## config.mk

```make
export PLATFORM = sky130hd
export DESIGN_NAME = aes_cmd_ctrl
export DESIGN_NICKNAME = d
export VERILOG_FILES = /design/src/rtl/aes_cmd_ctrl.sv
export SDC_FILE = /design/constraint.sdc
export NUM_CORES = 1
export LEC_CHECK = 0
export ABC_AREA = 1
export CAP_MARGIN = 20
export CORE_AREA = 4 4 415 417
export CTS_BUF_LIST = sky130_fd_sc_hd__clkbuf_4
export CTS_CLUSTER_SIZE = 10
export DETAILED_ROUTE_END_ITERATION = 12
export DIE_AREA = 0 0 419 421
export PLACE_DENSITY = 0.45
export SYNTH_ARGS = -nofsm -noshare
export SYNTH_HDL_FRONTEND = slang
export SYNTH_SLANG_ARGS = --single-unit
```

## constraint.sdc

```tcl
create_clock -name clk -period 54.8 [get_ports clk]
set_input_delay 10.96 -clock clk [delete_from_list [all_inputs] [get_ports clk]]
set_output_delay 10.96 -clock clk [all_outputs]
set_load 0.1 [all_outputs]
```

## src/rtl/aes_cmd_ctrl.sv

```systemverilog
// ---------------------------------------------------------------------------
// aes_cmd_ctrl
//
// Command-side initiator for the AES core. Takes one command at a time from a
// valid/ready stream, launches key expansion, encryption or decryption on the
// core's one-shot enable inputs, holds the key/block/mode operands steady while
// the core works, and returns the result (or an error) on a valid/ready
// response channel. Also remembers whether a usable expanded key is present,
// rejects illegal requests without touching the core, counts completed blocks
// and abandons an operation the core never finishes.
//
// Ports:
//   clk, reset            clock and asynchronous active-high reset
//   cmd_valid/cmd_ready   command handshake
//   cmd_op                00 key expand, 01 encrypt, 10 decrypt, 11 illegal
//   cmd_mode256           1 = AES-256, 0 = AES-128
//   cmd_key, cmd_blk      command operands (AES-128 key lives in the top bits)
//   rsp_valid/rsp_ready   response handshake
//   rsp_blk, rsp_err      response payload
//   en_cipher/en_decipher/en_key   one-cycle start pulses to the core
//   aes128_mode/aes256_mode        core mode selects (always complementary)
//   aes_key, aes_in_blk            registered operands to the core
//   aes_out_blk, aes_op_in_progress, en_o   core result, busy and done pulse
//   key_loaded            a valid expanded key is present in the core
//   blk_count             completed encrypt/decrypt operations (wrapping)
// ---------------------------------------------------------------------------
module aes_cmd_ctrl #(
  parameter int KEY_W          = 256,
  parameter int BLK_W          = 128,
  parameter int TIMEOUT_CYCLES = 1024,
  parameter int CNT_W          = 32
) (
  input  logic             clk,
  input  logic             reset,
  // command channel
  input  logic             cmd_valid,
  output logic             cmd_ready,
  input  logic [1:0]       cmd_op,
  input  logic             cmd_mode256,
  input  logic [KEY_W-1:0] cmd_key,
  input  logic [BLK_W-1:0] cmd_blk,
  // response channel
  output logic             rsp_valid,
  input  logic             rsp_ready,
  output logic [BLK_W-1:0] rsp_blk,
  output logic             rsp_err,
  // AES core interface
  output logic             en_cipher,
  output logic             en_decipher,
  output logic             en_key,
  output logic             aes128_mode,
  output logic             aes256_mode,
  output logic [KEY_W-1:0] aes_key,
  output logic [BLK_W-1:0] aes_in_blk,
  input  logic [BLK_W-1:0] aes_out_blk,
  input  logic             aes_op_in_progress,
  input  logic             en_o,
  // status
  output logic             key_loaded,
  output logic [CNT_W-1:0] blk_count
);

  localparam logic [1:0] OP_KEY = 2'b00;
  localparam logic [1:0] OP_ENC = 2'b01;
  localparam logic [1:0] OP_DEC = 2'b10;
  localparam logic [1:0] OP_BAD = 2'b11;

  // One spare bit so the counter can represent TIMEOUT_CYCLES - 1 for any size.
  localparam int WD_W = $clog2(TIMEOUT_CYCLES) + 1;
  // The watchdog register becomes TIMEOUT_CYCLES - 1 on the same edge that
  // moves the FSM to RESP, so the expiry test looks one count ahead.
  localparam logic [WD_W-1:0] WD_LAST = WD_W'(TIMEOUT_CYCLES - 2);

  typedef enum logic [1:0] {
    IDLE  = 2'b00,
    ISSUE = 2'b01,
    WAIT  = 2'b10,
    RESP  = 2'b11
  } state_t;

  state_t          state;
  state_t          state_nxt;
  logic [1:0]      op_q;
  logic            mode_q;
  logic            loaded_mode;
  logic [WD_W-1:0] watchdog;
  logic            accept;
  logic            req_err;
  logic            wd_expire;
  logic            core_op;

  // A new command is only taken when the controller is idle and the core has
  // also gone quiet; after a watchdog abort the core may still be grinding on
  // the abandoned operation and must not receive an overlapping start.
  assign cmd_ready = (state == IDLE) && !aes_op_in_progress;
  assign accept    = cmd_valid && cmd_ready;

  // Cipher/decipher need an expanded key of the same width as the request;
  // the illegal opcode is always rejected. Rejected requests never reach the
  // core.
  assign core_op   = (cmd_op == OP_ENC) || (cmd_op == OP_DEC);
  assign req_err   = (cmd_op == OP_BAD) ||
                     (core_op && (!key_loaded || (cmd_mode256 != loaded_mode)));

  assign wd_expire = (watchdog == WD_LAST);

  // State register.
  always_ff @(posedge clk or posedge reset) begin
    if (reset) begin
      state <= IDLE;
    end else begin
      state <= state_nxt;
    end
  end

  // Next-state logic. ISSUE always lasts exactly one cycle; a done pulse that
  // coincides with watchdog expiry counts as a completion.
  always_comb begin
    state_nxt = state;
    case (state)
      IDLE: begin
        if (accept) begin
          state_nxt = req_err ? RESP : ISSUE;
        end
      end
      ISSUE: begin
        state_nxt = WAIT;
      end
      WAIT: begin
        if (en_o || wd_expire) begin
          state_nxt = RESP;
        end
      end
      RESP: begin
        if (rsp_ready) begin
          state_nxt = IDLE;
        end
      end
      default: begin
        state_nxt = IDLE;
      end
    endcase
  end

  // Operand capture. Key, block and mode are latched on every accepted
  // command (rejected ones included) and then left alone, so the core sees
  // stable operands from the start pulse until the next accepted command.
  always_ff @(posedge clk or posedge reset) begin
    if (reset) begin
      op_q        <= OP_KEY;
      mode_q      <= 1'b0;
      aes_key     <= '0;
      aes_in_blk  <= '0;
      aes128_mode <= 1'b1;
      aes256_mode <= 1'b0;
    end else if (accept) begin
      op_q        <= cmd_op;
      mode_q      <= cmd_mode256;
      aes_key     <= cmd_key;
      aes_in_blk  <= cmd_blk;
      aes128_mode <= !cmd_mode256;
      aes256_mode <= cmd_mode256;
    end
  end

  // Start pulses. They are registered at accept time so they are high for
  // exactly the ISSUE cycle and come straight from flops.
  always_ff @(posedge clk or posedge reset) begin
    if (reset) begin
      en_key      <= 1'b0;
      en_cipher   <= 1'b0;
      en_decipher <= 1'b0;
    end else begin
      en_key      <= 1'b0;
      en_cipher   <= 1'b0;
      en_decipher <= 1'b0;
      if ((state == IDLE) && accept && !req_err) begin
        en_key      <= (cmd_op == OP_KEY);
        en_cipher   <= (cmd_op == OP_ENC);
        en_decipher <= (cmd_op == OP_DEC);
      end
    end
  end

  // Completion watchdog: cleared while the start pulse is out, counts every
  // WAIT cycle, and is otherwise left holding its last value.
  always_ff @(posedge clk or posedge reset) begin
    if (reset) begin
      watchdog <= '0;
    end else if (state == ISSUE) begin
      watchdog <= '0;
    end else if (state == WAIT) begin
      watchdog <= watchdog + 1'b1;
    end
  end

  // Response register. Payload is written once when entering RESP and is
  // held until the handshake; rsp_valid mirrors RESP occupancy.
  always_ff @(posedge clk or posedge reset) begin
    if (reset) begin
      rsp_valid <= 1'b0;
      rsp_err   <= 1'b0;
      rsp_blk   <= '0;
    end else begin
      case (state)
        IDLE: begin
          if (accept && req_err) begin
            rsp_valid <= 1'b1;
            rsp_err   <= 1'b1;
            rsp_blk   <= '0;
          end
        end
        WAIT: begin
          if (en_o) begin
            rsp_valid <= 1'b1;
            rsp_err   <= 1'b0;
            rsp_blk   <= (op_q == OP_KEY) ? '0 : aes_out_blk;
          end else if (wd_expire) begin
            rsp_valid <= 1'b1;
            rsp_err   <= 1'b1;
            rsp_blk   <= '0;
          end
        end
        RESP: begin
          if (rsp_ready) begin
            rsp_valid <= 1'b0;
          end
        end
        default: begin
        end
      endcase
    end
  end

  // Key tracking. Starting a key expansion invalidates the old key because
  // the core overwrites its schedule; only a completed expansion makes a key
  // usable again. A timeout leaves the core in an unknown state, so the key
  // is dropped.
  always_ff @(posedge clk or posedge reset) begin
    if (reset) begin
      key_loaded  <= 1'b0;
      loaded_mode <= 1'b0;
    end else begin
      if ((state == ISSUE) && (op_q == OP_KEY)) begin
        key_loaded <= 1'b0;
      end else if (state == WAIT) begin
        if (en_o) begin
          if (op_q == OP_KEY) begin
            key_loaded  <= 1'b1;
            loaded_mode <= mode_q;
          end
        end else if (wd_expire) begin
          key_loaded <= 1'b0;
        end
      end
    end
  end

  // Completed-block counter; wraps naturally at 2^CNT_W.
  always_ff @(posedge clk or posedge reset) begin
    if (reset) begin
      blk_count <= '0;
    end else if ((state == WAIT) && en_o && (op_q != OP_KEY)) begin
      blk_count <= blk_count + 1'b1;
    end
  end

  // Structural invariants of the core interface.
  a_en_onehot : assert property (@(posedge clk) disable iff (reset)
    $onehot0({en_key, en_cipher, en_decipher}));
  a_mode_pair : assert property (@(posedge clk) disable iff (reset)
    aes256_mode != aes128_mode);
  a_rsp_state : assert property (@(posedge clk) disable iff (reset)
    rsp_valid == (state == RESP));

endmodule

```

==> flow_summary.yaml <==
run_status:
  status: "complete, no violations"
timing:
  fin_hold_ws_ns: 0.466
  slew_headroom: 0.227
  fmax_ghz: 0.0422
  clock_skew_ns: 0.0678
  finalHoldViolations: 0
  rsz0062_at_grt: "false"
  maxSlewViolCount: 0
  finalCritPeriodShare: 0.432
  setup-tns-final_ns: 0
  worst_pin_slew_ns: 1.16
  finalSetupViolations: 0
  period_needed_ns: 23.68
yosys:
  yosysSeqAreaShare: 0.614
  yosysMostFrequentCell: "nand2_1"
  synth_common_cells: "nand2_1, dfrtp_1, nand3b_1, clkbuf_1, buf_2"
  synth_edf_count: 0
  synth.ff_latch_count: 568
  syn-instance-count: 2681
  ys.flop_type: "dfrtp_1"
  netlist.area_leader.share: 0.613
  synth_cell_type_count: 29
  yosys_warnings: 0
  synth_fp_nets: 3214
  postSynthAreaPerCell_um2: 8.63
  yosys-top-cells-area: "dfrtp_1, nand2_1, nand3b_1"
  netlist.top_cell.by_area: "dfrtp_1"
  synth_area_um2: 23100
  async_reset_ff_frac: 1.00
cts:
  cts-htree-levels: 4
  cts_sinks: 568
  cts_repair_resize_count: 0
  cts_tree: "done"
  clk_pin_slew_ns: 0.06
  cts_root_buffer: "clkbuf_4"
  post_cts_buffers: 0
  ctsHoldBuffers: 0
  clk_latency_ns: 1.21
  cts_buffer_depth: 3
  cts_buffers: 175
floorplan:
  die_x_um: 419
  core_area_um2: 169000
  die_y_um: 421
  start_util: 0.137
  ios: 1074
  dieArea_um2: 176000
  rows: 151
final_layout:
  fillCellCount: 18573
  final_nets: 4350
  drive_gt1_frac: 0.0769
  area_growth_pct: 65.2
place:
  gp_congestion: 0.968
  hpwl_um: 90500
  port_buffers: 1073
drt:
  wire_per_inst_um: 19.8
  post_drt_via_cell_ratio: 3.63
  drc: 0
  wirelength_um: 121000
  drt_pre_antenna_iters: 7
  route.antenna.remaining_nets: 0
  vias: 22303
  drtIter0Drc: 1634
global_route:
  grt_first_pass_wirelength_um: 171000
  grt.overflow.total: 0
  grt_max_degree: 143
  grt_use_total: 0.134
  grt_pass1_vias: 22856
  antenna_found_initial: 34
worst_setup_path:
  arrival_ns: 12.72
  cp-start-kind: "primary input"
  cp_max_fo: 2
  critical_path_class: "primary input to output port"
  critPathCaptureType: "output port"
  worstPathRequired_ns: 43.84
flow_run:
  cap_violations: 0
hold_path:
  hold_class: "flop to flop"
## logic make-up (layout without fill, tap and decap cells)
group,after synthesis,in the layout,share of synthesized area
buffers and inverters,196,1418,0.0378
AO/OA/AOI/OAI,28,28,0.00670
AND/OR/NAND/NOR,1853,1853,0.326
other,0,20,0
adder cells (fa/ha/maj),12,12,0.00649
flip-flops,568,568,0.614
XOR/XNOR,24,24,0.00908
## layout by cell type (no fill, tap or decap), types with 2 or more instances in the layout
cell type,synthesis,final
clkinv_1,0,19
a21oi_1,6,6
inv_6,0,3
nand2_4,0,3
o21ai_1,3,3
clkinvlp_4,0,2
dfrtp_1,567,567
xor2_1,14,14
inv_2,4,7
buf_4,14,34
clkbuf_4,0,232
nand4_1,10,10
diode_2,0,20
inv_1,51,50
nand2_1,1631,1630
buf_16,0,2
ha_1,12,12
inv_8,0,2
nand3b_1,130,130
nand3_1,28,28
nor3_1,6,6
nor2_2,2,2
o21ai_0,14,14
clkdlybuf4s50_1,0,1061
nor2_4,2,2
xnor2_1,10,10
nor2_1,40,40
buf_12,0,3
clkinv_4,0,2
## final cells by class
type	instances	area, um2	area share
flip-flops and latches	568	14200	0.372
repair buffers	1100	11000	0.287
multi-input cells	1917	8080	0.211
well taps	2218	2780	0.0726
clock buffers	232	1740	0.0455
inverters	55	221	0.00579
clock inverters	31	175	0.00458
diodes	20	50.0	0.00131
## critical path: stages
cell	delay, ns
clkdlybuf4s50_1	0.41
nor2_2	0.18
clkdlybuf4s50_1	1.16
## path summary, 6_finish.rpt
check / from / to / slack, ns / cells after the start
max: aes_op_in_progress / cmd_ready / 31.12 / 3
min: rsp_blk[88] / rsp_blk[88] / 0.47 / 2
max reg2reg: state[0] / rsp_blk[77] / 50.60 / 12
min reg2reg: rsp_blk[88] / rsp_blk[88] / 0.47 / 2
max in group asynchronous: reset / aes_key[121] / 41.47 / 5
min in group asynchronous: reset / aes_in_blk[41] / 10.37 / 2
## per-layer routing
layer / global-route usage / vias up / wire length (um)
li1: - / 10556 / -
met1: 0.155 / 10587 / 47900
met2: 0.214 / 907 / 57300
met3: 0.0603 / 241 / 11600
met4: 0.0572 / 12 / 4360
met5: 0 / - / 196
## sequential cells by signal, indices dropped and copies added (netlist names)
signal and cells:
mode_q 1, en_key 1, rsp_err 1, blk_count 32, en_cipher 1, state 2
rsp_valid 1, aes_in_blk 128, watchdog 11, aes_key 256, rsp_blk 128, en_decipher 1
loaded_mode 1, key_loaded 1, aes128_mode 1, op_q 2
## per-stage QoR
step | setup slack (ns) | std cells | utilization | area (um2)
after detailed placement | 31.11 | 5857 | 0.215 | 36300
after CTS | 31.11 | 6120 | 0.226 | 38200
final | 31.12 | 6141 | 0.227 | 38300
after floorplan | 27.95 | 2681 | - | 23100
after global placement | 31.13 | 5855 | 0.215 | 36200
after global routing | 31.09 | 6136 | 0.227 | 38200
Power is not shown: default switching activity piles up to over one toggle a cycle in this logic, so the estimate is an artifact.
==> patch 1 (config.mk and constraints unchanged) <==
Make the reset (`reset`) synchronous in 7 clocked blocks. Comments in the files are not updated.
--- a/src/rtl/aes_cmd_ctrl.sv
+++ b/src/rtl/aes_cmd_ctrl.sv
@@ -107,3 +107,3 @@
   // State register.
-  always_ff @(posedge clk or posedge reset) begin
+  always_ff @(posedge clk) begin
     if (reset) begin
@@ -147,3 +147,3 @@
   // stable operands from the start pulse until the next accepted command.
-  always_ff @(posedge clk or posedge reset) begin
+  always_ff @(posedge clk) begin
     if (reset) begin
@@ -167,3 +167,3 @@
   // exactly the ISSUE cycle and come straight from flops.
-  always_ff @(posedge clk or posedge reset) begin
+  always_ff @(posedge clk) begin
     if (reset) begin
@@ -186,3 +186,3 @@
   // WAIT cycle, and is otherwise left holding its last value.
-  always_ff @(posedge clk or posedge reset) begin
+  always_ff @(posedge clk) begin
     if (reset) begin
@@ -198,3 +198,3 @@
   // held until the handshake; rsp_valid mirrors RESP occupancy.
-  always_ff @(posedge clk or posedge reset) begin
+  always_ff @(posedge clk) begin
     if (reset) begin
@@ -238,3 +238,3 @@
   // is dropped.
-  always_ff @(posedge clk or posedge reset) begin
+  always_ff @(posedge clk) begin
     if (reset) begin
@@ -259,3 +259,3 @@
   // Completed-block counter; wraps naturally at 2^CNT_W.
-  always_ff @(posedge clk or posedge reset) begin
+  always_ff @(posedge clk) begin
     if (reset) begin
Function: differs if reset is asserted again (counterexample within 4 cycles, from zero or initial values and one cycle with reset high); with reset held inactive, the same outputs for 4 cycles.
==> patch 1 against the unedited design <==
Critical path depth stayed put. Die area did not move. Final area decreased by 5.2%. Sequential cell count is the same. Synthesized cell count increased by 9.3%. Routed wire length grew 18%. Fmax barely moved. Setup slack better by 0.0088 ns. Clock skew is 0.023 ns higher. Area after synthesis decreased by 7.9%. Worst hold slack lost 0.015 ns.
==> patch 1: results (changes against the unedited design) <==
{
  "logic_synthesis": {
    "ys.flop_type": "dfxtp_1",
    "synth_compound_area_share": {"value": 10.55, "unit": "%", "change": "+9.9 points"},
    "synth-adder-area-share": {"value": 0.7042, "unit": "%", "change": "+0.056 points"},
    "post_synth_num_cell_types": {"value": 31, "change": "+6.9%"},
    "ys_top_cells_by_area": "dfxtp_1 53%, nand2_1 22%, a21oi_1 9.7%",
    "synth.top_cells.by_count": "1,254 x nand2_1, 568 x dfxtp_1, 414 x a21oi_1",
    "yosysSeqAreaShare": {"value": 53.33, "unit": "%", "change": "-8.1 points"},
    "synthesized_nets": {"value": 3462, "change": "+7.7%"},
    "postSynth.asyncResetShare": {"value": 0, "unit": "%", "change": "-100 points"},
    "yosys.area_share.xor_xnor": {"value": 0.1232, "unit": "%", "change": "-0.78 points"}
  },
  "finish": {
    "post_route_cells_drive_above_1_share": {"value": 9.194, "unit": "%", "change": "+1.5 points"},
    "nFillCells": {"value": 19000, "change": "+2.3%"},
    "finalNetCount": {"value": 4553, "change": "+4.7%"},
    "final_util": {"value": 21.50, "unit": "%", "change": "-1.2 points"}
  },
  "routing": {
    "wl_per_cell": {"value": 22.43, "unit": "µm", "change": "+13%"},
    "number_of_drc_markers_after_the_initial_detailed_route_iteration": {"value": 1343, "change": "-18%"},
    "vias": {"value": 23710, "change": "+6.3%"},
    "drt_first_pass_iters": {"value": 5, "change": "-2"}
  },
  "worst_setup_path": {
    "regToRegSetupSlack": {"value": 50.68, "unit": "ns", "change": "+0.08 ns"},
    "critPathArrivalTime": {"value": 12.71, "unit": "ns", "change": "about the same"},
    "rr_worst_depth": {"value": 10, "change": "-2"},
    "ff_to_ff_start": "state[0]"
  },
  "clocking": {
    "clock_latency_on_the_worst_skew_pair": {"value": 1.19, "unit": "ns", "change": "-0.02 ns"},
    "numCtsBuffers": {"value": 179, "change": "+2.3%"}
  },
  "global_routing": {
    "grt.total_usage": {"value": 15.71, "unit": "%", "change": "+2.3 points"},
    "number_of_global_route_vias_before_repair": {"value": 23300, "change": "+2.0%"},
    "pin_count_of_the_biggest_net_entering_global_routing": {"value": 195, "change": "+36%"},
    "initial_antenna_violation_count": {"value": 103, "change": "+200%"},
    "wire_length_of_the_first_global_routing_pass": {"value": 193000, "unit": "µm", "change": "+13%"}
  },
  "place": {
    "placedInstanceArea": {"value": 34010, "unit": "µm²", "change": "-6.2%"},
    "dpl.hpwl": {"value": 114100, "unit": "µm", "change": "+26%"}
  },
  "worst_hold_path": {
    "hp-start": "watchdog[9]"
  },
  "sta": {
    "fin_skew": {"value": 0.09055, "unit": "ns", "change": "+0.02273 ns"},
    "hold_ws": {"value": 0.4511, "unit": "ns", "change": "-0.01476 ns"},
    "slew_headroom": {"value": 21.66, "unit": "%", "change": "-1.0 points"}
  },
  "run_status": {
    "status": "finished, final reports clean"
  }
}
-- patch 1: power breakdown --
| part | switching (mW) | leakage, nW | internal [mW] |
|---|---|---|---|
| sequential | 0.0310 | 4.63 | 0.471 |
| clock | 0.214 | 1.28 | 0.214 |
| combinational | 0.616 | 7.23 | 0.188 |
-- patch 1: logic make-up (layout without fill, tap and decap cells) --
family                     after synthesis  count (layout)
adders and majority gates               12              12
other                                    0              34
xor gates and xnor gates                 3               3
DFF                                    568             568
and+or+nand+nor                       1644            1644
buffers and inverters                  255            1470
AOI/OAI and AO/OA                      447             447
-- patch 1: worst paths after layout --
kind / endpoint
min: watchdog[9]
max reg2reg: aes_key[222]
max: cmd_ready
min reg2reg: watchdog[9]
-- patch 1: layout make-up --
class,instances,area share (%)
Timing Repair Buffer,1098,30.00
Clock buffer,249,5.152
Sequential cell,568,31.34
Tap cell,2218,7.649
Antenna cell,34,0.2345
Inverter,67,0.7277
Multi-Input combinational cell,2106,24.09
Clock inverter,56,0.8036
-- patch 1: routing by layer --
metal | vias up | global-route usage (%) | wire (µm)
li1 | 11510 | - | -
met1 | 10980 | 15.98 | 52270
met2 | 882 | 28.63 | 74240
met3 | 301 | 6.228 | 11770
met4 | 38 | 6.050 | 4954
met5 | - | 0 | 242
-- patch 1: worst reg2reg max path: stages (launching register included) --
cell and delay (ns):
dfxtp_1 0.33, inv_1 0.13, ha_1 0.23, inv_1 0.13
nor2_2 0.16, nand2_4 0.17, inv_8 0.48, buf_4 0.93
buf_4 0.80, nand2_1 0.51, a21oi_1 0.24
-- patch 1: per-stage QoR --
stage          setup WS (ns)  cells
2_1_floorplan          32.08   2929
3_3_place_gp           31.09   6051
3_5_place_dp           31.12   6056
4_1_cts                31.12   6361
5_1_grt                31.10   6385
6_report               31.13   6396
==> patch 2 (same flow settings) <==
Without the edit above. Set the parameter `BLK_W` to 124 (it was 128).
--- a/src/rtl/aes_cmd_ctrl.sv
+++ b/src/rtl/aes_cmd_ctrl.sv
@@ -28,3 +28,3 @@
   parameter int KEY_W          = 256,
-  parameter int BLK_W          = 128,
+  parameter int BLK_W          = 124,
   parameter int TIMEOUT_CYCLES = 1024,
Ports: changed (resized aes_in_blk, aes_out_blk, cmd_blk and rsp_blk); port bits go from 1074 to 1058. The function was not compared with the original's and may differ.
==> patch 2 against the unedited design <==
Routed wire length fell by 6.6%. First-iteration DRC count fell by 27%. Core utilization fell by 0.094 points. Register-to-register slack improved by 0.18 ns. Area after synthesis fell by 0.90%. Setup slack improved by 0.0024 ns. Sequential cell count fell by 8. Final cell count barely moved. Fmax barely moved. Final area fell by 0.42%. Sequential share of layout area fell by 0.37 points.
Power is left out: the tool's default activity adds up to more than one toggle a clock period on the data nets, which glitch-free logic cannot reach.
==> patch 2: results (changes against the unedited design) <==
{
  "run_status": {
    "status": "finished, final reports clean"
  },
  "logic_synthesis": {
    "synth-adder-area-share": {"value": 0.6545, "unit": "%", "change": "+0.0059 points"},
    "ys_top_cells_by_area": "dfrtp_1 61%, nand2_1 27%, nand3b_1 4.2%",
    "synth_compound_area_share": {"value": 0.6818, "unit": "%", "change": "+0.012 points"},
    "yosysSeqAreaShare": {"value": 61.09, "unit": "%", "change": "-0.32 points"},
    "synth.top_cells.by_count": "1,621 x nand2_1, 559 x dfrtp_1, 129 x nand3b_1",
    "yosys.area_share.xor_xnor": {"value": 0.9163, "unit": "%", "change": "+0.0082 points"},
    "synthesized_nets": {"value": 3183, "change": "-0.96%"},
    "post_synth_num_cell_types": {"value": 31, "change": "+6.9%"}
  },
  "routing": {
    "drt_first_pass_iters": {"value": 5, "change": "-2"},
    "post_drt_via_cell_ratio": {"value": 3.537, "change": "-2.6%"},
    "routed_wirelength": {"value": 113400, "unit": "µm", "change": "-6.6%"},
    "number_of_drc_markers_after_the_initial_detailed_route_iteration": {"value": 1197, "change": "-27%"}
  },
  "finish": {
    "layout_top_registers": "aes_key x256, aes_in_blk x124, rsp_blk x124",
    "finalNetCount": {"value": 4309, "change": "-0.94%"},
    "nFillCells": {"value": 18700, "change": "+0.66%"},
    "post_route_cells_drive_above_1_share": {"value": 8.528, "unit": "%", "change": "+0.84 points"},
    "finish.instance_area": {"value": 38090, "unit": "µm²", "change": "-0.42%"}
  },
  "place": {
    "dpl.hpwl": {"value": 83730, "unit": "µm", "change": "-7.5%"},
    "port-buffer-count": {"value": 1057, "change": "-1.5%"},
    "place_congestion": {"value": 0.8689, "change": "-10%"},
    "place_worst_setup_slack": {"value": 31.13, "unit": "ns", "change": "+0.02090 ns"},
    "placedInstanceArea": {"value": 35900, "unit": "µm²", "change": "-0.99%"}
  },
  "worst_setup_path": {
    "critPathMaxFanout": {"value": 2, "change": "unchanged"},
    "worst_path_dominant_cell_family": "buffers and inverters"
  },
  "clocking": {
    "clock_latency_on_the_worst_skew_pair": {"value": 1.15, "unit": "ns", "change": "-0.06 ns"}
  },
  "global_routing": {
    "number_of_global_route_vias_before_repair": {"value": 22500, "change": "-1.5%"},
    "grt.total_usage": {"value": 12.52, "unit": "%", "change": "-0.92 points"},
    "wire_length_of_the_first_global_routing_pass": {"value": 162800, "unit": "µm", "change": "-4.8%"},
    "pin_count_of_the_biggest_net_entering_global_routing": {"value": 153, "change": "+7.0%"}
  },
  "sta": {
    "worst_pin_slew": {"value": 1.199, "unit": "ns", "change": "+0.04322 ns"},
    "fin_skew": {"value": 0.06104, "unit": "ns", "change": "-0.006777 ns"}
  }
}
## patch 2: path summary, 6_finish.rpt
path / startpoint / endpoint / slack, ns / depth (start not counted)
setup / recovery: aes_op_in_progress / cmd_ready / 31.12 / 3
min in group asynchronous: reset / aes_in_blk[113] / 10.38 / 2
setup reg to reg: state[0] / aes_key[48] / 50.78 / 10
hold / removal: rsp_blk[117] / rsp_blk[117] / 0.46 / 2
max in group asynchronous: reset / aes_key[73] / 40.75 / 6
hold reg to reg: rsp_blk[117] / rsp_blk[117] / 0.46 / 2
## patch 2: cell type report
type / instances / area (µm²) / share of cell area [%]
Sequential cell: 560 / 14010 / 36.79
Timing Repair Buffer: 1088 / 10880 / 28.55
Clock inverter: 52 / 301.5 / 0.7916
Antenna cell: 16 / 40.04 / 0.1051
Multi-Input combinational cell: 1908 / 8024 / 21.06
Clock buffer: 246 / 1847 / 4.848
Tap cell: 2218 / 2775 / 7.286
Inverter: 51 / 214.0 / 0.5617
## patch 2: logic make-up (layout without fill, tap and decap cells)
kind of cell / count (synthesis) / after routing
other cells: 0 / 16
xor+xnor: 24 / 24
fa+ha+maj: 12 / 12
buf+inv: 190 / 1437
flops: 560 / 560
simple gates: 1843 / 1843
compound gates: 29 / 29
## patch 2: metrics by stage
stage               instances  hold slack, ns
global route             6137          0.4843
global placement         5817          0.4541
finish                   6139          0.4642
detailed placement       5825          0.4576
floorplan                2658          0.4537
CTS                      6123          0.4722
## patch 2: per-layer routing
layer / share of wire (%) / up-vias / track usage, %
met3: 7.4 / 165 / 4.394
met4: 2.2 / 0 / 3.673
li1: - / 10480 / -
met2: 51 / 767 / 22.22
met1: 39 / 10300 / 14.04
met5: 0 / - / 0
## patch 2: worst register-to-register path: cells and delay by family, from the launching register on
kind                       cells  cell delay, ns
buffers and inverters          5            2.27
and+or+nand+nor                4            1.01
DFF                            1            0.40
adders and majority gates      1            0.24
